**src/rtl/doc_uart_tx.sv**
```systemverilog
// doc_uart_tx: streams the 512-cell document RAM out as 8N1 UART and pulses done after the last stop bit.
// Optional DOC_UART_NEWLINE_EN appends CR LF after every 32-cell row.
module doc_uart_tx #(
    parameter int CLK_FREQ   = 25000000,
    parameter int BAUD       = 115200,
    parameter int BIT_CYCLES = CLK_FREQ / BAUD,
    parameter int DOC_DEPTH  = 512
`ifdef DOC_UART_NEWLINE_EN
    ,
    parameter int ROW_LEN    = 32
`endif
) (
    input  logic       clk,
    input  logic       rst,
    input  logic       start,
    output logic       rd_en,
    output logic [8:0] rd_addr,
    input  logic [7:0] rd_data,
    output logic       tx,
    output logic       busy,
    output logic       done
);
    typedef enum logic [2:0] {IDLE, FETCH, START, DATA, STOP, DONE} state_t;
    state_t     r_state, w_state_nxt;
    logic [7:0] r_baud, r_shift, w_byte;
    logic [2:0] r_bit;
    logic [8:0] r_idx, w_idx_nxt;
    logic       w_bit_end, w_last, w_extra, w_rd_en_nxt;
    assign w_bit_end = r_baud == 8'(BIT_CYCLES - 1);
    assign w_last    = r_idx == 9'(DOC_DEPTH - 1);
    assign tx        = r_state == START ? 1'b0 : r_state == DATA ? r_shift[0] : 1'b1;
    assign busy      = r_state != IDLE;
    assign done      = r_state == DONE;
`ifdef DOC_UART_NEWLINE_EN
    logic [1:0] r_nl, w_nl_nxt;
    assign w_extra     = r_idx[4:0] == 5'(ROW_LEN - 1) && r_nl != 2'd2;
    assign w_byte      = r_nl == 2'd1 ? 8'h0D : r_nl == 2'd2 ? 8'h0A : rd_data == 8'h00 ? 8'h20 : rd_data;
    assign w_nl_nxt    = (r_state == STOP && w_bit_end) ? (w_extra ? r_nl + 2'd1 : 2'd0) : r_nl;
    assign w_rd_en_nxt = w_state_nxt == FETCH && w_nl_nxt == 2'd0;
    // CR/LF phase: 0 = document byte, 1 = CR frame, 2 = LF frame
    always_ff @(posedge clk) begin
        r_nl <= rst ? 2'd0 : w_nl_nxt;
    end
`else
    assign w_extra     = 1'b0;
    assign w_byte      = rd_data == 8'h00 ? 8'h20 : rd_data;
    assign w_rd_en_nxt = w_state_nxt == FETCH;
`endif
    // state register
    always_ff @(posedge clk) begin
        r_state <= rst ? IDLE : w_state_nxt;
    end
    // next state and next byte index
    always_comb begin
        w_state_nxt = r_state;
        w_idx_nxt   = r_idx;
        case (r_state)
            IDLE: begin
                w_state_nxt = start ? FETCH : IDLE;
                w_idx_nxt   = start ? 9'd0 : r_idx;
            end
            FETCH: w_state_nxt = START;
            START: w_state_nxt = w_bit_end ? DATA : START;
            DATA:  w_state_nxt = (w_bit_end && r_bit == 3'd7) ? STOP : DATA;
            STOP: if (w_bit_end) begin
                w_state_nxt = (w_last && !w_extra) ? DONE : FETCH;
                w_idx_nxt   = (w_last || w_extra) ? r_idx : r_idx + 9'd1;
            end
            DONE:    w_state_nxt = IDLE;
            default: w_state_nxt = IDLE;
        endcase
    end
    // baud/bit counters, shift register and registered read port
    always_ff @(posedge clk) begin
        if (rst) begin
            r_baud  <= 8'd0;
            r_bit   <= 3'd0;
            r_shift <= 8'd0;
            r_idx   <= 9'd0;
            rd_en   <= 1'b0;
            rd_addr <= 9'd0;
        end else begin
            r_baud  <= (r_state inside {START, DATA, STOP} && !w_bit_end) ? r_baud + 8'd1 : 8'd0;
            r_bit   <= r_state == DATA ? r_bit + {2'b00, w_bit_end} : 3'd0;
            r_shift <= r_state == FETCH ? w_byte : (r_state == DATA && w_bit_end) ? {1'b0, r_shift[7:1]} : r_shift;
            r_idx   <= w_idx_nxt;
            rd_en   <= w_rd_en_nxt;
            rd_addr <= w_rd_en_nxt ? w_idx_nxt : rd_addr;
        end
    end
endmodule

```
**config.mk**
```make
export PLATFORM = sky130hd
export DESIGN_NAME = doc_uart_tx
export DESIGN_NICKNAME = d
export VERILOG_FILES = /design/src/rtl/doc_uart_tx.sv
export SDC_FILE = /design/constraint.sdc
export NUM_CORES = 1
export LEC_CHECK = 0
export ABC_AREA = 1
export CORE_MARGIN = 2
export CORE_UTILIZATION = 40
export CTS_CLUSTER_DIAMETER = 60
export DETAILED_ROUTE_END_ITERATION = 16
export SLEW_MARGIN = 20
export SYNTH_ARGS = -nofsm -noshare
export SYNTH_HDL_FRONTEND = slang
export SYNTH_SLANG_ARGS = --single-unit
```
**constraint.sdc**
```tcl
create_clock -name clk -period 2.4 [get_ports clk]
set_input_delay 0.48 -clock clk [delete_from_list [all_inputs] [get_ports clk]]
set_output_delay 0.48 -clock clk [all_outputs]
set_load 0.05 [all_outputs]
```
==> run_results.csv <==
group,metric,value,unit
setup_path,rrSetupSlack,0.52,ns
finish,num-fill-cells,547,
detailed_routing,route.detailed.wl_per_inst,11.1,um
setup_path,worstPathRequired,1.92,ns
hold_path,hold_depth,1,
timing,finalHoldViolations,0,
floorplanning,rows,26,
detailed_routing,wl,4.28,mm
place,post-place-ws,0.270,ns
timing,setup_ws,0.150,ns
finish,drive_gt1_share,10.4,%
setup_path,reg2reg_depth,9,
global_routing,first_global_vias,1702,
hold_path,hp-start,"r_baud[0]",
detailed_routing,viasPerCell,4.72,
synth,synth-edff-count,0,
pwr,vdd_ir_drop_max,310,uV
detailed_routing,vias,1828,
place,gp_congestion,0.863,
timing,post-route-period-util,93.8,%
floorplanning,die_h,76.2,um
pwr,leakagePower,1.01,nW
finish,stdcell_count,387,
hold_path,hold_end,"r_baud[0]",
clock_network,htree_levels,2,
clock_network,cts-buffers-inserted,5,
clock_network,cts_setup_buffers,0,
clock_network,ctsResizeCount,0,
timing,finClkSkew,0.00990,ns
place,dp.cells,379,
detailed_routing,drtPass1Iterations,4,
synth,synthTopCellsByArea,"dfxtp_1 39%, nand2_1 11%, inv_1 7.7%",
global_routing,grt_usage,16.0,%
setup_path,arrival,1.77,ns
clock_network,cts.clk_slew.worst_paths,0.08,ns
job,maxCapViolCount,0,
setup_path,path_class,"reg2out",
timing,finalSetupViolations,0,
timing,rsz0062_at_grt,"no",
place,portBuffers,23,
synth,synth_largest_area_cell,"dfxtp_1",
synth,async_flop_share,0,%
clock_network,cts_buffer_depth,2,
timing,fin_tns_setup,0,ns
run_status,status,"complete, no violations",
timing,tightest_slew,0.695,ns
setup_path,end_kind,"primary output",
synth,synth_top_area_share,39.3,%
floorplanning,die_x,76.2,um
synth,netlist_instances,288,
finish,antenna_cells,0,
clock_network,cts_tree,"yes",
clock_network,clock_latency,0.30,ns
timing,slew_headroom,53.5,%
global_routing,grtUsageMet1,19.8,%
finish,syn_to_final_growth,18.8,%
detailed_routing,drc,0,
setup_path,r2r_end,"rd_addr[0]",
global_routing,grt-ovfl-total,0,
global_routing,busiest_layer,"met2",
floorplanning,start_util,41.1,%
detailed_routing,ant_nets,0,
place,hpwl,3.16,mm
synth,synth_ff_type,"dfxtp_1",
synth,syn_area,2090,sq um
hold_path,hold_class,"reg2reg",
global_routing,grt_pass1_wl,7.59,mm
clock_network,ctsHoldBuffers,0,
setup_path,reg2reg_from,"r_baud[0]",
setup_path,crit_fanout,5,
synth,ys_seq_area_share,39.3,%
global_routing,antenna_found_initial,0,
finish,seqCellArea,821,sq um
clock_network,clockRootBuffer,"clkbuf_8",
detailed_routing,drt_iter0_markers,73,
synth,ys_warn_count,0,
timing,drv_slew,0,
finish,fin_nets,332,
pwr,powerDensity,579,nW/um^2
clock_network,cts_sinks,41,
floorplanning,core,5070,sq um
synth,avgSynthCellArea,7.25,sq um
synth,synthDistinctLibCells,33,
global_routing,grt_max_degree,21,
timing,period_needed,2.25,ns
finish,multi_input_area,1060,sq um
setup_path,critPathLaunchType,"flop",
global_routing,met3_usage,4.50,%
floorplanning,io_pins,24,
synth,synth_fp_nets,304,
synth,synth-seq-cells,41,
floorplanning,die_area,5810,sq um
global_routing,gr-usage-met2,26.7,%
timing,max_freq,444,MHz
[routing by layer]
layer | routed length (um) | part of all wire [%]
met2 | 1990 | 46
met1 | 2080 | 49
met3 | 132 | 3.1
met4 | 72 | 1.7
met5 | 0 | 0
[layout make-up]
class                   instances  share of cell area, %
flip-flops and latches         41                   33.1
repair buffers                 26                   10.1
inverters                      45                   6.81
clock inverters                 3                  0.909
clock buffers                   5                   2.78
well taps                      70                   3.53
multi-input cells             197                   42.8
[cell usage in the layout (no fill, tap or decap), types with 2 or more instances in the layout]
cell | Yosys | final
inv_2 | 2 | 2
nor2_1 | 30 | 30
o211ai_1 | 3 | 3
clkinvlp_4 | 0 | 3
nor3_4 | 2 | 2
o21ai_0 | 10 | 10
nand3_1 | 28 | 28
nand2_2 | 3 | 3
ha_1 | 5 | 5
clkdlybuf4s50_1 | 0 | 22
o21ai_2 | 2 | 2
nand4_1 | 5 | 5
inv_1 | 43 | 43
nand2_1 | 60 | 60
nor3b_1 | 2 | 2
nand3_2 | 8 | 8
xor2_1 | 4 | 4
a21oi_1 | 15 | 15
nor3_1 | 2 | 2
a31oi_1 | 5 | 5
dfxtp_1 | 41 | 41
buf_4 | 0 | 4
xnor2_1 | 3 | 3
clkbuf_8 | 0 | 5
[cells in the mapped netlist, types with 2 or more instances]
library cell,n
o211ai_1,3
inv_1,43
nor3_1,2
nand2_2,3
o21ai_0,10
nor3_4,2
nor3b_1,2
clkbuf_1,2
ha_1,5
buf_2,2
a31oi_1,5
nand3_2,8
dfxtp_1,41
nand4_1,5
xnor2_1,3
nand2_1,60
nor2_1,30
nand3_1,28
o21ai_2,2
a21oi_1,15
inv_2,2
xor2_1,4
[logic make-up after synthesis]
kind of cell | synth area share, %
XOR/XNOR | 2.94
flip-flops | 39.3
AND/OR/NAND/NOR | 34.5
buffers and inverters | 9.89
adder cells (fa/ha/maj) | 3.00
AO/OA/AOI/OAI | 10.4
[flip-flops by register name (all words and copies together), names as in the netlist]
signal	cells
r_idx	9
rd_addr	9
r_baud	8
r_shift	8
r_bit	3
r_state	3
rd_en	1
[metrics by stage]
step,area [sq um],util (%),power (mW),hold slack (ns)
2_1_floorplan,2090,-,0.921,0.430
3_3_place_gp,2390,47.0,0.995,0.446
3_5_place_dp,2390,47.0,0.996,0.450
4_1_cts,2480,48.8,1.46,0.470
5_1_grt,2480,48.8,1.51,0.493
6_report,2480,48.8,1.43,0.467
[how the worst max path moves through the flow]
stage | from | end | slack (ns) | cells past startpoint
5_1_grt | r_state[2] | busy | 0.03 | 3
4_1_cts | r_state[2] | busy | 0.12 | 3
6_report | r_state[2] | busy | 0.15 | 3
3_3_place_gp | start | rd_addr[1] | 0.37 | 8
3_5_place_dp | start | rd_addr[1] | 0.27 | 8
2_1_floorplan | r_state[2] | done | 0.28 | 2
[critical path: stages, from the launching register on]
cell and delay (ns):
dfxtp_1 0.48, inv_1 0.13, nand2_1 0.08, clkdlybuf4s50_1 0.79
[power breakdown]
group          total, mW  internal [mW]  switching (mW)
registers          0.725          0.709          0.0165
clock network      0.456          0.204           0.252
logic              0.253         0.0889           0.164
Note: power is estimated with default switching activity, not from simulation.
